File: config.mk
export PLATFORM = sky130hd
export DESIGN_NAME = frame_mem_arbiter
export DESIGN_NICKNAME = d
export VERILOG_FILES = /design/src/rtl/frame_mem_arbiter.sv
export SDC_FILE = /design/constraint.sdc
export NUM_CORES = 1
export LEC_CHECK = 0
export CORE_MARGIN = 2
export CORE_UTILIZATION = 45
export DETAILED_ROUTE_END_ITERATION = 12
export GPL_TIMING_DRIVEN = 0
export PLACE_DENSITY = 0.8
export SLEW_MARGIN = 20
export SYNTH_ARGS = -nofsm -noshare
export SYNTH_HDL_FRONTEND = slang
export SYNTH_SLANG_ARGS = --single-unit
export TNS_END_PERCENT = 1
File: constraint.sdc
create_clock -name iClock -period 2.1 [get_ports iClock]
set_clock_uncertainty 0.2 [all_clocks]
set_input_delay 0.21 -clock iClock [delete_from_list [all_inputs] [get_ports iClock]]
set_output_delay 0.21 -clock iClock [all_outputs]
set_load 0.005 [all_outputs]
File: src/rtl/frame_mem_arbiter.sv
// Single-port arbiter for the 4-bit reference-frame RAM: A has fixed priority, B is forced after STARVE_MAX A grants.
// Define FRAME_CLEAR_EN to build the full-frame clear sequencer (CLEAR state plus clear address walk).
module frame_mem_arbiter (
  input  logic        iClock,
  input  logic        iReset,
  input  logic        iAReq,
  input  logic        iAWe,
  input  logic [14:0] iAAddr,
  input  logic [3:0]  iAData,
  output logic        oAGrant,
  output logic [3:0]  oAData,
  output logic        oAValid,
  input  logic        iBReq,
  input  logic [14:0] iBAddr,
  output logic        oBGrant,
  output logic [3:0]  oBData,
  output logic        oBValid,
  output logic [14:0] oMemAddr,
  output logic        oMemWe,
  output logic [3:0]  oMemData,
  input  logic [3:0]  iMemData,
  output logic        oAddrErr,
  input  logic        iClearStart,
  output logic        oClearBusy,
  output logic        oClearDone,
  output logic        oDbgState
);

  localparam logic [14:0] FRAME_END  = 15'h57C0;
  localparam logic [3:0]  STARVE_MAX = 4'd8;

  typedef enum logic {ST_ARB = 1'b0, ST_CLEAR = 1'b1} state_t;

  typedef struct packed {
    logic vld_rd;
    logic is_b;
    logic in_range;
  } tag_t;

  state_t      r_state;
  state_t      w_next;
  logic [3:0]  r_starve;
  logic [14:0] r_mem_addr;
  logic        r_mem_we;
  logic [3:0]  r_mem_data;
  tag_t        r_tag1;
  tag_t        r_tag2;
  logic [3:0]  r_a_data;
  logic        r_a_valid;
  logic [3:0]  r_b_data;
  logic        r_b_valid;
  logic        r_addr_err;
  logic        r_clear_done;

  logic        w_clear_go;
  logic        w_a_gnt;
  logic        w_b_gnt;
  logic        w_force_b;
  logic [14:0] w_sel_addr;
  logic        w_in_range;

`ifdef FRAME_CLEAR_EN
  assign w_clear_go = (r_state == ST_ARB) && iClearStart;
`else
  logic w_unused_clear;
  assign w_unused_clear = iClearStart;
  assign w_clear_go     = 1'b0;
`endif

  assign w_force_b  = (r_starve == STARVE_MAX);
  assign w_sel_addr = w_b_gnt ? iBAddr : iAAddr;
  assign w_in_range = (w_sel_addr < FRAME_END);

  // Handshake: a requester holds req/address until its grant is seen in the same cycle;
  // a request still high after the grant cycle is a new access. Valid pulses last one cycle.
  always_comb begin
    w_next  = r_state;
    w_a_gnt = 1'b0;
    w_b_gnt = 1'b0;
    case (r_state)
      ST_ARB: begin
        if (w_clear_go) begin
          w_next = ST_CLEAR;
        end else begin
          w_a_gnt = iAReq && !(iBReq && w_force_b);
          w_b_gnt = iBReq && (!iAReq || w_force_b);
        end
      end
      ST_CLEAR: begin
        if (r_mem_addr == FRAME_END - 15'd1) w_next = ST_ARB;
      end
      default: w_next = ST_ARB;
    endcase
  end

  always_ff @(posedge iClock) begin
    if (iReset) r_state <= ST_ARB;
    else        r_state <= w_next;
  end

  always_ff @(posedge iClock) begin
    if (iReset) begin
      r_starve     <= 4'd0;
      r_mem_addr   <= 15'd0;
      r_mem_we     <= 1'b0;
      r_mem_data   <= 4'h0;
      r_tag1       <= '0;
      r_tag2       <= '0;
      r_a_data     <= 4'h0;
      r_a_valid    <= 1'b0;
      r_b_data     <= 4'h0;
      r_b_valid    <= 1'b0;
      r_addr_err   <= 1'b0;
      r_clear_done <= 1'b0;
    end else begin
      if (!iBReq || w_b_gnt)                        r_starve <= 4'd0;
      else if (w_a_gnt && (r_starve != STARVE_MAX)) r_starve <= r_starve + 4'd1;

      // The clear walk reuses the RAM address register as its counter.
      r_mem_we <= 1'b0;
      if (w_clear_go) begin
        r_mem_addr <= 15'd0;
        r_mem_we   <= 1'b1;
        r_mem_data <= 4'h0;
      end else if (r_state == ST_CLEAR) begin
        if (w_next == ST_CLEAR) begin
          r_mem_addr <= r_mem_addr + 15'd1;
          r_mem_we   <= 1'b1;
          r_mem_data <= 4'h0;
        end
      end else if (w_a_gnt || w_b_gnt) begin
        r_mem_addr <= w_sel_addr;
        r_mem_we   <= w_a_gnt && iAWe && w_in_range;
        r_mem_data <= w_a_gnt ? iAData : 4'h0;
      end

      r_tag1.vld_rd   <= (w_a_gnt && !iAWe) || w_b_gnt;
      r_tag1.is_b     <= w_b_gnt;
      r_tag1.in_range <= w_in_range;
      r_tag2          <= r_tag1;

      r_a_valid <= r_tag2.vld_rd && !r_tag2.is_b;
      r_b_valid <= r_tag2.vld_rd && r_tag2.is_b;
      if (r_tag2.vld_rd && !r_tag2.is_b) r_a_data <= r_tag2.in_range ? iMemData : 4'h0;
      if (r_tag2.vld_rd && r_tag2.is_b)  r_b_data <= r_tag2.in_range ? iMemData : 4'h0;

      r_addr_err   <= r_addr_err | ((w_a_gnt || w_b_gnt) && !w_in_range);
      r_clear_done <= (r_state == ST_CLEAR) && (w_next == ST_ARB);
    end
  end

  assign oAGrant    = w_a_gnt;
  assign oBGrant    = w_b_gnt;
  assign oAData     = r_a_data;
  assign oAValid    = r_a_valid;
  assign oBData     = r_b_data;
  assign oBValid    = r_b_valid;
  assign oMemAddr   = r_mem_addr;
  assign oMemWe     = r_mem_we;
  assign oMemData   = r_mem_data;
  assign oAddrErr   = r_addr_err;
  assign oClearBusy = (r_state == ST_CLEAR);
  assign oClearDone = r_clear_done;
  assign oDbgState  = r_state;

endmodule

# Yosys cells after proc, flatten, opt, wreduce, memory -nomap -nowiden
# Index checks and enable logic that the tools add are counted.
[op_classes] n_addsub=2 order_cmp=1 eq_ne=4 muxes=16 bitwise_logic=3 n_reduce_logical=24
[op_table] op="15-bit two-way mux" count=4
[op_table] op="4-bit two-way mux" count=5
[op_table] op="15-bit by 1-bit adder with 15-bit output (second input constant)" count=1
[op_table] op="15-bit equality test (second input constant)" count=1
[op_table] op="15-bit < comparator (second input constant)" count=1
[op_table] op="1-bit logical AND" count=11
[op_table] op="1-bit zero test" count=6
[op_table] op="1-bit two-way mux" count=6
[op_table] op="4-bit by 1-bit adder with 4-bit output (second input constant)" count=1
[op_table] op="4-bit equality test (second input constant)" count=1
[op_table] op="1-bit logical OR" count=4
[op_table] op="4-bit != test (second input constant)" count=1
[op_table] op="2-bit by 1-bit != test with 1-bit output (second input constant)" count=1
[op_table] op="1-bit NOT" count=2
[op_table] op="1-bit one-hot mux with 2 select lines" count=1
[op_table] op="2-bit AND reduction" count=1
[op_table] op="2-bit nonzero test" count=1
[op_table] op="2-bit OR reduction" count=1
[op_table] op="1-bit bitwise OR" count=1
[word_totals] reg_bits=43 out_inout_bits=36

# Depth between registers and ports, before layout
# Gate-level depths: netlist of run 1.
[logic_depth] depth_word=9 depth_mapped=7

# Worst setup path before layout of run 1
# Ideal clock, no wire load.
[synth_path] path_type="register -> register" from="register r_starve[0]" to="register r_addr_err, in the netlist oAddrErr" setup_ns=0.117 t_arrival_ns=1.589 required_ns=1.783 setup_slack_ns=0.194 stages_incl_launch_ff=7 n_path_buf=0 period_less_slack_ns=1.906 cell_sequence="dfxtp_1 > inv_1 > ha_1 > nand4b_1 > a21oi_1 > mux2_2 > a22o_1"
[synth_between] elab_chain_cells=9 word_cells_on_any_way=14 cone_classes="1 x order compare; 1 x eq/ne; 3 x mux; 1 x bitwise; 8 x reduce/logical"
[synth_lines] element="start: declaration" line="42" rtl="logic [3:0] r_starve;"
[synth_lines] element="start signal: assignment" line="117" rtl="else if (w_a_gnt && (r_starve != STARVE_MAX)) r_starve <= r_starve + 4'd1;"
[synth_lines] element="4-bit equality test *" line="70" rtl="assign w_force_b = (r_starve == STARVE_MAX);"
[synth_lines] element="1-bit logical OR *" line="86" rtl="w_b_gnt = iBReq && (!iAReq || w_force_b);"
[synth_lines] element="1-bit logical AND *" line="86"
[synth_lines] element="1-bit two-way mux *" line="80" rtl="case (r_state)"
[synth_lines] element="named net oBGrant" line="15" rtl="output logic oBGrant,"
[synth_lines] element="15-bit two-way mux" line="71" rtl="assign w_sel_addr = w_b_gnt ? iBAddr : iAAddr;"
[synth_lines] element="15-bit < comparator" line="72" rtl="assign w_in_range = (w_sel_addr < FRAME_END);"
[synth_lines] element="1-bit zero test" line="147" rtl="r_addr_err <= r_addr_err | ((w_a_gnt || w_b_gnt) && !w_in_range);"
[synth_lines] element="1-bit logical AND *" line="147"
[synth_lines] element="1-bit bitwise OR *" line="147"
[synth_lines] element="end signal: assignment" line="147"
[synth_lines] element="end: declaration" line="52" rtl="logic r_addr_err;"
# Mark *: on every way through the listed nets, which the timed path passes. The rest lies on a longest branch.
# A chain may end at the register's enable or synchronous reset.

# Worst setup path after layout of run 1
[layout_path] from="register r_starve[0]" to="register r_mem_addr[10], in the netlist oMemAddr[10]"
[layout_between] elab_chain_cells=8 word_cells_on_any_way=14 cone_classes="1 x eq/ne; 5 x mux; 8 x reduce/logical"
[layout_lines] element="4-bit equality test *" line="70"
[layout_lines] element="1-bit logical AND" line="85" rtl="w_a_gnt = iAReq && !(iBReq && w_force_b);"
[layout_lines] element="1-bit zero test" line="85"
[layout_lines] element="1-bit logical AND" line="85"
[layout_lines] element="1-bit two-way mux" line="80"
[layout_lines] element="1-bit logical OR" line="131" rtl="end else if (w_a_gnt || w_b_gnt) begin"
[layout_lines] element="2-bit nonzero test (no line)"
[layout_lines] element="2-bit AND reduction (no line)"
[layout_lines] element="end signal: assignment" line="127" rtl="r_mem_addr <= r_mem_addr + 15'd1;"
[layout_lines] element="end signal: assignment" line="132" rtl="r_mem_addr <= w_sel_addr;"
[layout_lines] element="end: declaration" line="43" rtl="logic [14:0] r_mem_addr;"
# Every way passes the cells marked *; elsewhere a longest branch is shown, timed or not. The select of a mux whose other input is x is not followed.

==> results of run 1 <==
[critical path, stage by stage (launching register included)]
cell and delay [ns]:
dfxtp_2 0.34, inv_2 0.08, ha_4 0.14, nand4b_1 0.20, buf_4 0.21, buf_4 0.12, and3_1 0.18, o32ai_1 0.35
a221oi_2 0.09
[per-stage QoR]
stage | cells | power [mW] | cell area [um^2] | hold WS, ns | util, %
floorplan | 285 | 1.041 | 2328 | 0.1460 | -
global placement | 432 | 1.236 | 3187 | 0.2197 | 63.20
detailed placement | 432 | 1.238 | 3187 | 0.2305 | 63.20
CTS | 442 | 1.894 | 3354 | 0.09242 | 66.53
global route | 447 | 1.965 | 3430 | 0.1297 | 68.01
finish | 447 | 1.896 | 3430 | 0.1055 | 68.01
[logic make-up after synthesis]
group | Yosys count | synth area share (%)
multiplexers | 3 | 1.397
AND/OR/NAND/NOR | 125 | 30.58
AO/OA/AOI/OAI | 81 | 23.91
adder cells (fa/ha/maj) | 3 | 1.612
buffers and inverters | 30 | 5.535
flip-flops | 43 | 36.97
[timing repair]
item                                    4_1_cts  5_1_grt
endpoints found under the setup margin       20       22
gates resized for setup                      16       16
gates cloned                                  0        0
buffers inserted                              4        5
pin swaps                                     3        3
[synthesized netlist by cell type, drive strengths merged (3+ instances only)]
library cell	count	area share, %
a31oi	4	1.1
and4	5	1.9
nand4	13	3.8
dfxtp	43	37
o32ai	5	2.2
nor4	4	2.0
nor2b	6	1.6
ha	3	1.6
a211oi	6	1.9
inv	10	1.6
a21oi	25	5.4
o22ai	3	0.81
buf	6	1.5
o211ai	3	0.97
o21ai	10	2.1
nand3	18	3.9
nor2	15	2.5
clkbuf	14	2.4
o311ai	4	1.5
nor3	6	1.3
or4	7	2.3
or3	3	0.81
nand2	28	4.5
and3	11	3.0
[where the power goes]
group / internal (mW) / switching [mW]
combinational: 0.197 / 0.148
sequential: 0.853 / 0.0447
clock: 0.354 / 0.298
[state kept, by name (all words and copies together) (netlist names)]
name	cells
r_starve	4
oClearDone	1
oClearBusy	1
oAValid	1
oAddrErr	1
oBValid	1
oBData	4
oMemAddr	15
r_tag1	3
oMemWe	1
oAData	4
r_tag2	3
oMemData	4
[path summary, 6_finish.rpt]
check | cells past startpoint | from | endpoint
max | 8 | r_starve[0] | oMemAddr[10]
min | 3 | iBReq | r_starve[0]
max reg2reg | 8 | r_starve[0] | oMemAddr[10]
min reg2reg | 1 | r_tag1[1] | r_tag2[1]
[cells in the final DEF, fill, tap and decap left out, types with 4 or more instances in the layout]
master           synthesis  routed
clkbuf_8                 0       5
clkbuf_2                 3       5
nor2_1                  14      14
nand4_1                 12      12
and3_1                  11      10
dfxtp_1                 43      38
nor2b_1                  6       6
a31oi_1                  4       4
a211oi_1                 6       5
a21oi_1                 25      24
inv_1                   10       8
dfxtp_2                  0       5
o21ai_0                 10      10
clkdlybuf4s50_1          0      75
or4_1                    7       7
buf_2                    4       4
and4_1                   5       5
clkbuf_1                11       6
nand2_1                 28      27
nand3_1                 18      18
nor3_1                   6       6
buf_4                    2      11
[routing by layer]
layer	up-vias	GRT usage [%]	part of all wire, %
li1	1273	-	-
met1	1250	33.26	41
met2	138	45.80	48
met3	14	7.976	9.2
met4	0	10.36	1.9
met5	-	0	0
[layout make-up]
cell class	instances	area, um^2	share of cell area, %
Sequential cell	43	867.1	25.28
Timing Repair Buffer	86	837.1	24.41
Tap cell	70	87.58	2.554
Buffer	18	90.09	2.627
Clock inverter	3	43.79	1.277
Multi-Input combinational cell	212	1398	40.75
Clock buffer	5	68.82	2.007
Inverter	10	37.54	1.094
==> impl_metrics.tcl, run 1 <==
set metrics [dict create \
    synth_edf_count 0 \
    p_per_area_nw_per_um2 552.7 \
    cp.arrival_ns 2.02 \
    hold_class "in -> reg" \
    fmax_ghz 0.4867 \
    wl_um 7818 \
    synth-seq-cells 43 \
    ff2ff_setup_slack_ns 0.05 \
    cts.sinks 43 \
    slew_violations 0 \
    grt_overflow 0 \
    ys_types 56 \
    avgRoutedWirePerCell_um 17.49 \
    fp.dieH_um 75.94 \
    fin_nets 423 \
    via_per_inst 5.984 \
    place_ws_ns -0.4282 \
    grt_max_degree 15 \
    synth_flop_cell "dfxtp_1" \
    clock_path_buffers 2 \
    hpwlAfterDp_um 5664 \
    end_kind "flip-flop" \
    syn_to_final_growth_pct 47.29 \
    setup_viol 0 \
    io_pins 80 \
    start_kind "flip-flop" \
    dr.pass1.iters 5 \
    nFillCells 409 \
    slew_headroom_pct 56.85 \
    status "complete, no violations" \
    grt_first_pass_wirelength_um 12700 \
    die-area_um2 5766 \
    drtAntennaViolNets 0 \
    synth_nets 332 \
    clk_root_buffer_cell "clkbuf_8" \
    worstMarginPinSlew_ns 0.6459 \
    required_ns 2.06 \
    post-route-period-util_pct 97.85 \
    syn_inst 285 \
    drtIter0Drc 289 \
    setup_slack_ns 0.04516 \
    path_class "reg -> reg" \
    yosysWarningCount 0 \
    worstPathMaxFanout 4 \
    diodes 0 \
    start_util_pct 46.18 \
    path_clk_slew_ns 0.09 \
    ir_worst_vdd_v 0.0003828 \
    leakagePower_nw 1.266 \
    synth_area_um2 2328 \
    period_minus_slack_ns 2.055 \
    cap_violations 0 \
    hold_viol 0 \
    vias 2675 \
    drive_gt1_share_pct 14.32 \
    die_w_um 75.94 \
    cts-buffers-inserted 5 \
    grt_pass1_vias 2654 \
    clk_latency_ns 0.30 \
    tritoncts "yes" \
    num_rows 26 \
    cts_max_level 2 \
    track_usage_pct 27.34 \
    antenna_found_initial 0 \
    rsz0062_at_grt "yes" \
    holdBufCountCts 0 \
    setup_tns_ns 0 \
    core_um2 5042 \
    synthArstFlopShare_pct 0 \
    port_buffers 77 \
    yosysSeqAreaShare_pct 36.97 \
    drc_errors 0 \
    avgSynthCellArea_um2 8.170 \
    place_congestion 0.9286 \
]
(Power assumes the default switching activity.)
==> run 2: changes to the inputs <==
HOLD_SLACK_MARGIN = 0.03   (was not set)
SETUP_SLACK_MARGIN = 0.15   (was not set)
==> impl_metrics.tcl, run 2 (same netlist as run 1, synthesis figures left out) <==
set metrics [dict create \
    slowest_stage "dfxtp_2" \
    post-route-period-util_pct 97.83 \
    clk_latency_ns 0.30 \
    grt_pass1_vias 2711 \
    rsz0062_at_grt "yes" \
    start_kind "flip-flop" \
    clock_path_buffers 2 \
    grt_max_degree 15 \
    drc_errors 0 \
    status "complete, no violations" \
    hold_class "in -> reg" \
    diodes 0 \
    slew_violations 0 \
    drtIter0Drc 247 \
    tritoncts "yes" \
    io_pins 80 \
    track_usage_pct 28.12 \
    crit_path_cell_trace "inv_2 > ha_4 > nand4b_1 > buf_4 > buf_6 > clkbuf_4 > a21boi_0 > o32ai_1 > a221oi_2" \
    cts.sinks 43 \
    finalNonFillerCells 451 \
    fmax_ghz 0.4868 \
    slew_headroom_pct 55.04 \
    vias 2808 \
    min_from "iBReq" \
    total_power_mw 1.904 \
    setup_viol 0 \
    drtAntennaViolNets 0 \
    port_buffers 77 \
    cp.arrival_ns 2.08 \
    nFillCells 399 \
    via_per_inst 6.226 \
    seq_area_um2 865.8 \
    required_ns 2.12 \
    die-area_um2 5766 \
    die_w_um 75.94 \
    cap_violations 0 \
    cts-buffers-inserted 5 \
    largest_reg_flops 15 \
    core_um2 5042 \
    ir_worst_vdd_v 0.0003832 \
    worstPathMaxFanout 5 \
    stdcell_area_um2 3496 \
    mostFrequentLayoutCell "clkdlybuf4s50_1" \
    grt_overflow 0 \
    p_per_area_nw_per_um2 544.6 \
    antenna_found_initial 0 \
    leakagePower_nw 1.297 \
    hold_slack_ns 0.1053 \
    fp.dieH_um 75.94 \
    start_util_pct 46.18 \
    place_inst 432 \
    path_class "reg -> reg" \
    end_kind "flip-flop" \
    crit_start "r_starve[0]" \
    grt_first_pass_wirelength_um 13030 \
    wl_um 8101 \
    placed_area_um2 3187 \
    final_cell_mix "clkdlybuf4s50_1, dfxtp_1, nand2_1" \
    syn_to_final_growth_pct 50.13 \
    hpwlAfterDp_um 5664 \
    period_minus_slack_ns 2.054 \
    path_clk_slew_ns 0.09 \
    dr.pass1.iters 6 \
    cts_max_level 2 \
    fin_nets 427 \
    place_congestion 0.9286 \
    num_rows 26 \
    slowest_delay_ns 0.33 \
    clk_root_buffer_cell "clkbuf_8" \
    hold_viol 0 \
    worstMarginPinSlew_ns 0.6731 \
    r2r_start "r_starve[0]" \
    multiInputGateArea_um2 1409 \
    drive_gt1_share_pct 14.96 \
    avgRoutedWirePerCell_um 17.96 \
]
[run 2: metal layers]
metal,routed length (um),track usage [%],up-vias
li1,-,-,1278
met1,3102,34.98,1295
met2,3843,46.79,205
met3,884,6.786,30
met4,271,11.64,0
met5,0,0,-
[run 2: where the power goes]
group	total, mW	internal [mW]	leakage (nW)	switching [mW]
clock network	0.653	0.354	0.0581	0.299
registers	0.898	0.853	0.354	0.0442
logic	0.353	0.201	0.885	0.152
[run 2: timing repair]
| action | CTS | global route |
|---|---|---|
| gates cloned | 1 | 0 |
| buffers inserted | 8 | 2 |
| pin swaps | 6 | 3 |
| hold buffers | 0 | 0 |
| endpoints found under the setup margin | 28 | 32 |
| gates resized for setup | 30 | 11 |
[run 2: critical path: cells and delay by family, from the launching register on]
family,cells,cell delay [ns]
fa+ha+maj,1,0.14
simple gates,1,0.17
buf+inv,4,0.58
flops,1,0.33
compound gates,3,0.56
[run 2: final cells by class]
class / count / area share, %
repair buffers: 88 / 24.48
well taps: 70 / 2.505
multi-input cells: 212 / 40.30
clock inverters: 3 / 1.253
plain buffers: 20 / 3.651
inverters: 10 / 1.074
flip-flops and latches: 43 / 24.77
clock buffers: 5 / 1.969
[run 2: path summary, 6_finish.rpt]
path,slack (ns),to,depth (start not counted)
setup / recovery,0.05,oMemAddr[10],9
hold / removal,0.11,r_starve[0],3
setup reg to reg,0.05,oMemAddr[10],9
hold reg to reg,0.26,oBData[0],2
[run 2: through the flow]
step	setup TNS, ns	setup slack, ns	util [%]
after detailed placement	-3.904	-0.4282	63.20
after floorplan	0	0.1942	-
after CTS	0	0.09306	68.29
after global routing	-0.001654	-0.001654	69.33
after global placement	-3.387	-0.4296	63.20
final	0	0.04561	69.33
==> run 3: changes to the inputs <==
TNS_END_PERCENT = 10   (was 1)
==> impl_metrics.tcl, run 3 (same netlist as run 1, synthesis figures left out) <==
set metrics [dict create \
    track_usage_pct 28.22 \
    path_clk_slew_ns 0.08 \
    slew_headroom_pct 55.20 \
    hold_path_end "r_starve[0]" \
    die-area_um2 5766 \
    start_kind "input port" \
    crit_start "iAReq" \
    num_rows 26 \
    clkPwrFrac_pct 34.4 \
    hpwlAfterDp_um 5664 \
    crit_path_cell_trace "clkdlybuf4s50_1 > buf_2 > and3_1 > clkbuf_8 > clkdlybuf4s15_1" \
    rsz0062_at_grt "yes" \
    slowest_stage "clkdlybuf4s50_1" \
    switchingPower_uw 505.8 \
    start_util_pct 46.18 \
    combinationalPowerShare_pct 18.6 \
    p_int_mw 1.412 \
    cp_top_family "buffers and inverters" \
    cts.sinks 43 \
    r2r_end "oAddrErr" \
    port_buffers 77 \
    hold_viol 0 \
    syn_to_final_growth_pct 51.69 \
    clk_latency_ns 0.31 \
    grt_pass1_vias 2717 \
    cp.arrival_ns 1.62 \
    place_congestion 0.9286 \
    nFillCells 394 \
    end_kind "primary output" \
    largest_reg_flops 15 \
    grt_overflow 0 \
    status "complete, no violations" \
    switching_share_pct 26.38 \
    path_depth 5 \
    worstPathMaxFanout 10 \
    cts-buffers-inserted 5 \
    avgRoutedWirePerCell_um 18.44 \
    fp.dieH_um 75.94 \
    crit_buf_inv 4 \
    antenna_found_initial 0 \
    vias 2820 \
    via_per_inst 6.253 \
    dr.pass1.iters 7 \
    io_pins 80 \
    hold_slack_ns 0.1087 \
    cap_violations 0 \
    power_frac_seq_pct 47.0 \
    min_from "iBReq" \
    fmax_ghz 0.4927 \
    diodes 0 \
    grt_first_pass_wirelength_um 13100 \
    cts_max_level 2 \
    wl_um 8315 \
    drtAntennaViolNets 0 \
    leakagePower_nw 1.299 \
    path_class "in -> out" \
    fin_nets 427 \
    core_um2 5042 \
    holdBufCountCts 0 \
    hold_class "in -> reg" \
    ff2ff_setup_slack_ns 0.09 \
    clock_path_buffers 2 \
    drive_gt1_share_pct 16.01 \
    required_ns 1.69 \
    r2r_start "r_starve[0]" \
    grt_max_degree 15 \
    p_per_area_nw_per_um2 542.9 \
    drtIter0Drc 264 \
    slew_violations 0 \
    setup_viol 0 \
    mostFrequentLayoutCell "clkdlybuf4s50_1" \
    final_cell_mix "clkdlybuf4s50_1, dfxtp_1, nand2_1" \
    period_minus_slack_ns 2.030 \
    slowest_delay_ns 0.60 \
    drc_errors 0 \
    whs_path_depth 3 \
    worstMarginPinSlew_ns 0.6706 \
    ir_worst_vdd_v 0.0003826 \
    worst-r2r-cell-count 8 \
    die_w_um 75.94 \
    tritoncts "yes" \
    post-route-period-util_pct 96.65 \
    clk_root_buffer_cell "clkbuf_8" \
    final_core_util_pct 70.05 \
]
run 3: worst min-delay path: cells and delay by family:
kind | cells | cell delay [ns]
buf+inv | 1 | 0.16
simple gates | 1 | 0.15
compound gates | 1 | 0.05
run 3: power by group through the flow:
stage	logic (mW)	registers [mW]	clock network, mW
floorplan	0.134	0.906	0
global placement	0.323	0.913	0
detailed placement	0.325	0.913	0
CTS	0.341	0.895	0.666
global route	0.381	0.907	0.692
finish	0.356	0.901	0.660
run 3: through the flow:
step / cell area (um^2) / total power [mW] / std cells / setup slack [ns] / TNS, ns
global placement: 3187 / 1.236 / 432 / -0.4296 / -3.387
global route: 3532 / 1.980 / 451 / 0.01003 / 0
detailed placement: 3187 / 1.238 / 432 / -0.4282 / -3.904
CTS: 3453 / 1.902 / 449 / 0.09306 / 0
finish: 3532 / 1.918 / 451 / 0.07038 / 0
floorplan: 2328 / 1.041 / 285 / 0.1942 / 0
run 3: timing repair:
action / CTS / global route
gates resized for setup: 33 / 22
setup endpoints to repair: 28 / 32
pin swaps: 6 / 4
hold endpoints to repair: 0 / 0
setup buffers: 8 / 2
gates cloned: 1 / 0
run 3: final cells by class:
| class | instances | area [um^2] | share of cell area, % |
|---|---|---|---|
| plain buffers | 20 | 131.4 | 3.719 |
| clock buffers | 5 | 68.82 | 1.948 |
| clock inverters | 3 | 43.79 | 1.240 |
| inverters | 10 | 41.29 | 1.169 |
| multi-input cells | 212 | 1425 | 40.35 |
| flip-flops and latches | 43 | 868.3 | 24.58 |
| well taps | 70 | 87.58 | 2.480 |
| repair buffers | 88 | 865.8 | 24.51 |
run 3: worst max-delay path by stage:
| stage | to | slack, ns |
|---|---|---|
| after floorplan | oAddrErr | 0.19 |
| after global placement | oAGrant | -0.43 |
| after detailed placement | oAGrant | -0.43 |
| after CTS | oMemAddr[0] | 0.09 |
| after global routing | oMemAddr[5] | 0.01 |
| final | oAGrant | 0.07 |
run 3: layer usage:
metal  GRT usage [%]  vias to the layer above  part of all wire, %
met5               0                        -                    0
met4           11.82                        0                  3.3
met3           7.857                       28                  9.6
met2           46.79                      177                   48
met1           34.53                     1333                   40
li1                -                     1282                    -
